[src/rtl/vga_sync_recover_if.sv]
// Signal bundle between a VGA sync source/consumer and the sync recovery block.
// The master side drives the sample strobe and sync; the slave side returns timing and measurements.
interface vga_sync_recover_if #(
    parameter int TOTAL = 0
) ();
    localparam int CntW  = $clog2(TOTAL) + 1;
    localparam int MeasW = $clog2(TOTAL) + 2;

    logic                    enable;
    logic                    sync_in;
    logic                    locked;
    logic                    blank;
    logic                    next;
    logic signed [CntW-1:0]  counter;
    logic        [MeasW-1:0] meas_period;
    logic        [MeasW-1:0] meas_width;
    logic                    meas_valid;

    modport master (
        output enable, sync_in,
        input  locked, blank, next, counter, meas_period, meas_width, meas_valid
    );

    modport slave (
        input  enable, sync_in,
        output locked, blank, next, counter, meas_period, meas_width, meas_valid
    );
endinterface

[src/rtl/vga_sync_recover.sv]
// Recovers line/frame timing from a sync stream: measures period and pulse width,
// locks after repeated conforming lines, and regenerates the transmitter's position counter.
module vga_sync_recover #(
    parameter int RESOLUTION   = 0,
    parameter int FRONT_PORCH  = 0,
    parameter int SYNC_PULSE   = 0,
    parameter int BACK_PORCH   = 0,
    parameter int TOTAL        = 0,
    parameter int POLARITY     = 0,
    parameter int LOCK_LINES   = 4,
    parameter int UNLOCK_LINES = 2
) (
    input logic               clk,
    input logic               reset_n,
    vga_sync_recover_if.slave bus
);
    localparam int CntW  = $clog2(TOTAL) + 1;
    localparam int MeasW = $clog2(TOTAL) + 2;
    localparam int LineW = $clog2(LOCK_LINES + UNLOCK_LINES + 1) + 1;

    localparam logic signed [CntW-1:0] WrapVal  = CntW'(-(FRONT_PORCH + SYNC_PULSE + BACK_PORCH));
    localparam logic signed [CntW-1:0] AlignVal = CntW'(1 - BACK_PORCH);
    localparam logic signed [CntW-1:0] LastAct  = CntW'(RESOLUTION - 1);
    localparam logic [MeasW-1:0] TimeoutPre = MeasW'(2 * TOTAL - 1);
    localparam logic [MeasW-1:0] WidthMax   = {MeasW{1'b1}};
    localparam logic [MeasW-1:0] SyncW      = MeasW'(SYNC_PULSE);
    localparam logic [MeasW-1:0] TotalW     = MeasW'(TOTAL);
    localparam logic [LineW-1:0] LockN      = LineW'(LOCK_LINES);
    localparam logic [LineW-1:0] UnlockN    = LineW'(UNLOCK_LINES);

    typedef enum logic [1:0] {StSearch, StCheck, StLocked} state_e;

    state_e                  state_q, state_d;
    logic                    prev_active_q, prev_active_d;
    logic        [MeasW-1:0] width_q, width_d;
    logic        [MeasW-1:0] period_q, period_d;
    logic        [MeasW-1:0] pend_period_q, pend_period_d;
    logic                    pend_valid_q, pend_valid_d;
    logic                    seen_lead_q, seen_lead_d;
    logic signed [CntW-1:0]  counter_q, counter_d;
    logic        [MeasW-1:0] meas_period_q, meas_period_d;
    logic        [MeasW-1:0] meas_width_q, meas_width_d;
    logic                    meas_valid_q, meas_valid_d;
    logic        [LineW-1:0] match_q, match_d;
    logic        [LineW-1:0] miss_q, miss_d;

    logic active, lead, trail, timeout, eval, is_match, align, next_int;

    assign active   = (POLARITY != 0) ? bus.sync_in : ~bus.sync_in;
    assign lead     = active & ~prev_active_q;
    assign trail    = ~active & prev_active_q;
    // The counter restarts after hitting 2*TOTAL so a dead input keeps producing one miss per window.
    assign timeout  = bus.enable && !lead && (period_q == TimeoutPre);
    assign eval     = bus.enable && trail && pend_valid_q && !timeout;
    assign is_match = (pend_period_q == TotalW) && (width_q == SyncW);
    assign align    = trail && (width_q == SyncW);
    assign next_int = (counter_q >= LastAct) && bus.enable;

    always_comb begin
        state_d       = state_q;
        prev_active_d = prev_active_q;
        width_d       = width_q;
        period_d      = period_q;
        pend_period_d = pend_period_q;
        pend_valid_d  = pend_valid_q;
        seen_lead_d   = seen_lead_q;
        counter_d     = counter_q;
        meas_period_d = meas_period_q;
        meas_width_d  = meas_width_q;
        meas_valid_d  = 1'b0;
        match_d       = match_q;
        miss_d        = miss_q;

        if (bus.enable) begin
            prev_active_d = active;

            if (lead) begin
                width_d = MeasW'(1);
            end else if (active && (width_q != WidthMax)) begin
                width_d = width_q + MeasW'(1);
            end

            if (lead) begin
                period_d      = MeasW'(1);
                pend_period_d = period_q;
                pend_valid_d  = seen_lead_q;
                seen_lead_d   = 1'b1;
            end else if (timeout) begin
                period_d     = '0;
                pend_valid_d = 1'b0;
            end else begin
                period_d = period_q + MeasW'(1);
            end

            if (eval) begin
                meas_period_d = pend_period_q;
                meas_width_d  = width_q;
                meas_valid_d  = 1'b1;
            end

            if (align) begin
                counter_d = AlignVal;
            end else if (next_int) begin
                counter_d = WrapVal;
            end else begin
                counter_d = counter_q + CntW'(1);
            end

            unique case (state_q)
                StSearch: begin
                    if (lead) begin
                        state_d = StCheck;
                        match_d = '0;
                    end
                end
                StCheck: begin
                    if (timeout) begin
                        state_d = StSearch;
                    end else if (eval && is_match) begin
                        if ((match_q + LineW'(1)) >= LockN) begin
                            state_d = StLocked;
                            miss_d  = '0;
                        end else begin
                            match_d = match_q + LineW'(1);
                        end
                    end else if (eval) begin
                        match_d = '0;
                    end
                end
                StLocked: begin
                    if (timeout || (eval && !is_match)) begin
                        if ((miss_q + LineW'(1)) >= UnlockN) begin
                            state_d = StSearch;
                        end else begin
                            miss_d = miss_q + LineW'(1);
                        end
                    end else if (eval) begin
                        miss_d = '0;
                    end
                end
                default: state_d = StSearch;
            endcase

            // Re-entering search forgets earlier edges so the next period starts fresh.
            if ((state_d == StSearch) && (state_q != StSearch)) begin
                seen_lead_d  = 1'b0;
                pend_valid_d = 1'b0;
            end
        end
    end

    always_ff @(posedge clk or negedge reset_n) begin
        if (!reset_n) begin
            state_q       <= StSearch;
            prev_active_q <= 1'b0;
            width_q       <= '0;
            period_q      <= '0;
            pend_period_q <= '0;
            pend_valid_q  <= 1'b0;
            seen_lead_q   <= 1'b0;
            counter_q     <= WrapVal;
            meas_period_q <= '0;
            meas_width_q  <= '0;
            meas_valid_q  <= 1'b0;
            match_q       <= '0;
            miss_q        <= '0;
        end else begin
            state_q       <= state_d;
            prev_active_q <= prev_active_d;
            width_q       <= width_d;
            period_q      <= period_d;
            pend_period_q <= pend_period_d;
            pend_valid_q  <= pend_valid_d;
            seen_lead_q   <= seen_lead_d;
            counter_q     <= counter_d;
            meas_period_q <= meas_period_d;
            meas_width_q  <= meas_width_d;
            meas_valid_q  <= meas_valid_d;
            match_q       <= match_d;
            miss_q        <= miss_d;
        end
    end

    assign bus.locked      = (state_q == StLocked);
    assign bus.blank       = (state_q != StLocked) || counter_q[CntW-1];
    assign bus.next        = next_int;
    assign bus.counter     = counter_q;
    assign bus.meas_period = meas_period_q;
    assign bus.meas_width  = meas_width_q;
    assign bus.meas_valid  = meas_valid_q;
endmodule
[src/flat_wrapper.sv]
// flat-port wrapper written by rule: the top's interface ports become plain ports
module vga_sync_recover_flat 
#(
    parameter int RESOLUTION   = 0,
    parameter int FRONT_PORCH  = 0,
    parameter int SYNC_PULSE   = 0,
    parameter int BACK_PORCH   = 0,
    parameter int TOTAL        = 0,
    parameter int POLARITY     = 0,
    parameter int LOCK_LINES   = 4,
    parameter int UNLOCK_LINES = 2
)
  (clk, reset_n, bus_enable, bus_sync_in, bus_locked, bus_blank, bus_next, bus_counter, bus_meas_period, bus_meas_width, bus_meas_valid);
  vga_sync_recover_if #(.TOTAL(TOTAL)) bus_i ();
  input logic clk;
  input logic reset_n;
  input wire logic [$bits(bus_i.enable)-1:0] bus_enable;
  input wire logic [$bits(bus_i.sync_in)-1:0] bus_sync_in;
  output wire logic [$bits(bus_i.locked)-1:0] bus_locked;
  output wire logic [$bits(bus_i.blank)-1:0] bus_blank;
  output wire logic [$bits(bus_i.next)-1:0] bus_next;
  output wire logic [$bits(bus_i.counter)-1:0] bus_counter;
  output wire logic [$bits(bus_i.meas_period)-1:0] bus_meas_period;
  output wire logic [$bits(bus_i.meas_width)-1:0] bus_meas_width;
  output wire logic [$bits(bus_i.meas_valid)-1:0] bus_meas_valid;
  assign bus_i.enable = bus_enable;
  assign bus_i.sync_in = bus_sync_in;
  assign bus_locked = bus_i.locked;
  assign bus_blank = bus_i.blank;
  assign bus_next = bus_i.next;
  assign bus_counter = bus_i.counter;
  assign bus_meas_period = bus_i.meas_period;
  assign bus_meas_width = bus_i.meas_width;
  assign bus_meas_valid = bus_i.meas_valid;
  vga_sync_recover #(.RESOLUTION(RESOLUTION), .FRONT_PORCH(FRONT_PORCH), .SYNC_PULSE(SYNC_PULSE), .BACK_PORCH(BACK_PORCH), .TOTAL(TOTAL), .POLARITY(POLARITY), .LOCK_LINES(LOCK_LINES), .UNLOCK_LINES(UNLOCK_LINES)) u_core (.clk(clk), .reset_n(reset_n), .bus(bus_i));
endmodule
[config.mk]
export PLATFORM = sky130hd
export DESIGN_NAME = vga_sync_recover_flat
export DESIGN_NICKNAME = d
export VERILOG_FILES = /design/src/rtl/vga_sync_recover_if.sv /design/src/rtl/vga_sync_recover.sv /design/src/flat_wrapper.sv
export SDC_FILE = /design/constraint.sdc
export NUM_CORES = 1
export LEC_CHECK = 0
export CAP_MARGIN = 40
export CORE_MARGIN = 2
export CORE_UTILIZATION = 49
export DETAILED_ROUTE_END_ITERATION = 8
export PLACE_DENSITY = 0.75
export SLEW_MARGIN = 20
export SYNTH_ARGS = -nofsm -noshare
export SYNTH_HDL_FRONTEND = slang
export SYNTH_SLANG_ARGS = --single-unit
[constraint.sdc]
create_clock -name clk -period 4.15 [get_ports clk]
set_input_delay 0.83 -clock clk [delete_from_list [all_inputs] [get_ports clk]]
set_output_delay 0.83 -clock clk [all_outputs]
set_load 0.02 [all_outputs]
==> flow_summary.json <==
{
  "cts_hold_buf": 0,
  "drt_iter0_drc": 23,
  "insertion_delay_ns": 0.32,
  "clock_skew_ns": 0.00951,
  "yosys.area.top_type": "dfrtp_1",
  "status": "complete, no violations",
  "ant_nets": 0,
  "synth_common_cells": "dfrtp_1, o21ai_0, nor2_1",
  "synthMostInstantiatedCell": "dfrtp_1",
  "finalInstanceArea_mm2": 0.00151,
  "netlist_area_mm2": 0.00133,
  "dp_hpwl_um": 1990,
  "start_kind": "input port",
  "synth_area_leaders": "dfrtp_1, ha_1, o21ai_0, mux2_2, nor2_1",
  "ios": 13,
  "ctsHtreeMaxLevel": 1,
  "grt-ovfl-total": 0,
  "p_per_area_mw_per_mm2": 449,
  "maxSlewViolCount": 0,
  "setup_tns_ns": 0,
  "rows": 18,
  "path_class": "input port to output pin",
  "cts-root-buf": "clkbuf_4",
  "cp.arrival_ns": 2.16,
  "worstPathCellList": "clkdlybuf4s50_1, buf_4, clkdlybuf4s50_1",
  "post_cts_buffers": 0,
  "gp_congestion": 0.774,
  "post_cts_resized": 0,
  "dieArea_mm2": 0.00316,
  "grt_pass1_wl_um": 4670,
  "seq_area_frac_synth_pct": 46.9,
  "p_leak_nw": 0.688,
  "io_buffers": 12,
  "required_ns": 3.32,
  "vdd_drop_max_mv": 0.382,
  "grt_pass1_vias": 1013,
  "synth_fp_nets": 139,
  "grt_max_degree": 25,
  "total_power_mw": 0.680,
  "tightest_slew_ns": 0.551,
  "wl_per_cell_um": 15.1,
  "vias": 971,
  "finalNonFillerCells": 172,
  "area_growth_pct": 13.4,
  "firstDrtPassIters": 4,
  "cts_tree": "yes",
  "synth_cells": 129,
  "crit_slowest_cell": "clkdlybuf4s50_1",
  "clock.fmax_mhz": 335,
  "cts_buffer_depth": 2,
  "nets": 153,
  "finalSetupViolations": 0,
  "dpl_cell_area_mm2": 0.00148,
  "hold_viol": 0,
  "drt-total-wl_um": 2600,
  "endpoint_kind": "output pin",
  "fp.coreArea_mm2": 0.00252,
  "insertedDiodeCount": 0,
  "crit_top_cell": "clkdlybuf4s50_1",
  "met2_usage_pct": 29.1,
  "drc": 0,
  "yosysTopAreaCellShare_pct": 46.9,
  "die_w_um": 56.2,
  "track_usage_pct": 18.4,
  "grtUsageMet1_pct": 26.3,
  "drv_cap": 0,
  "cts_sinks": 25,
  "crit_buf_inv": 3,
  "period_needed_ns": 2.99,
  "cts_buffers": 3,
  "dp.cells": 168,
  "antenna_found_initial": 0,
  "clk_pin_slew_ns": 0.15,
  "viasPerCell": 5.65,
  "dieHeight_um": 56.2,
  "gr-usage-met3_pct": 2.09,
  "slowest_delay_ns": 0.64,
  "async_flop_share_pct": 100,
  "grt_busiest_layer": "met2",
  "start_util_pct": 52.9,
  "rsz0062_at_grt": "no",
  "synth_enable_flop_cells": 0,
  "hold_class": "flip-flop to flip-flop",
  "path_max_fanout": 24,
  "drive_gt1_share_pct": 12.7,
  "postSynthAreaPerCell_um2": 10.3,
  "synth_ff_type": "dfrtp_1",
  "slew_headroom_pct": 63.2,
  "period_share_pct": 71.9,
  "yosysWarnings": 0,
  "ys_ff_latch": 25,
  "crit_family": "buffers and inverters",
  "synth_cell_types": 45
}
-- final cells by class --
class,instances,area (µm²)
Sequential cell,25,626
Inverter,9,33.8
Fill cell,206,1010
Multi-Input combinational cell,90,643
Clock inverter,1,7.51
Tap cell,30,37.5
Clock buffer,3,22.5
Timing Repair Buffer,14,143
-- through the flow --
| stage | hold slack (ns) | util (%) | setup slack (ns) |
|---|---|---|---|
| after global routing | 0.544 | 60.0 | 1.11 |
| after detailed placement | 0.480 | 58.8 | 1.16 |
| after floorplan | 0.489 | - | 2.34 |
| after CTS | 0.513 | 60.0 | 1.17 |
| final | 0.509 | 60.0 | 1.16 |
| after global placement | 0.465 | 58.2 | 1.17 |
-- flip-flops by register name, summed over array words and instances (netlist names) --
register	count
u_core.match_q	4
u_core.miss_q	4
u_core.bus.meas_period	2
u_core.bus.meas_width	2
u_core.pend_period_q	2
u_core.period_q	2
u_core.state_q	2
u_core.width_q	2
u_core.bus.counter	1
u_core.bus.meas_valid	1
u_core.pend_valid_q	1
u_core.prev_active_q	1
u_core.seen_lead_q	1
-- cell families (layout without fill, tap and decap cells) --
group | count (synthesis) | count (layout) | synth area share, %
compound gates | 39 | 39 | 22.2
xor+xnor | 1 | 1 | 0.657
fa+ha+maj | 6 | 6 | 5.63
buf+inv | 14 | 27 | 4.88
flops | 25 | 25 | 46.9
mux | 4 | 4 | 3.38
simple gates | 40 | 40 | 16.3
-- layout by cell type, fill, tap and decap left out, types with 3 or more instances in the layout --
cell type,netlist,routed
a21oi_1,4,4
clkbuf_4,0,3
clkdlybuf4s50_1,0,12
dfrtp_1,25,25
ha_1,6,6
inv_1,9,9
mux2_2,4,4
nand2_1,9,9
nand2b_1,4,4
nand4_1,3,3
nor2_1,10,10
o21ai_0,11,11
-- per-layer routing --
metal	share of wire (%)	vias up
li1	-	494
met1	51	468
met2	46	7
met3	1.7	2
met4	0.58	0
met5	0	-
-- worst register-to-register path, stage by stage, from the launching register on --
cell and delay, ns:
dfrtp_1 0.43, inv_1 0.11, ha_1 0.21, or3b_4 0.43, o21ai_0 0.27, o21a_1 0.21
o221ai_1 0.12
-- where the power goes --
| group | switching (mW) | total [mW] | internal (mW) | leakage, nW |
|---|---|---|---|---|
| Sequential | 0.0439 | 0.337 | 0.293 | 0.322 |
| Combinational | 0.122 | 0.229 | 0.108 | 0.353 |
| Clock | 0.0773 | 0.114 | 0.0368 | 0.0139 |
| Total | 0.243 | 0.680 | 0.437 | 0.688 |
-- final timing paths --
path / start / depth (start not counted) / slack [ns] / to
setup reg to reg: u_core.width_q[0] / 6 / 2.26 / u_core.miss_q[0]
setup / recovery: bus_enable / 3 / 1.16 / bus_next
hold / removal: u_core.bus.meas_width[1] / 2 / 0.51 / u_core.bus.meas_width[1]
max in group asynchronous: reset_n / 2 / 2.81 / u_core.match_q[2]
min in group asynchronous: reset_n / 1 / 0.84 / u_core.bus.counter
hold reg to reg: u_core.bus.meas_width[1] / 2 / 0.51 / u_core.bus.meas_width[1]
(Power assumes the default switching activity.)
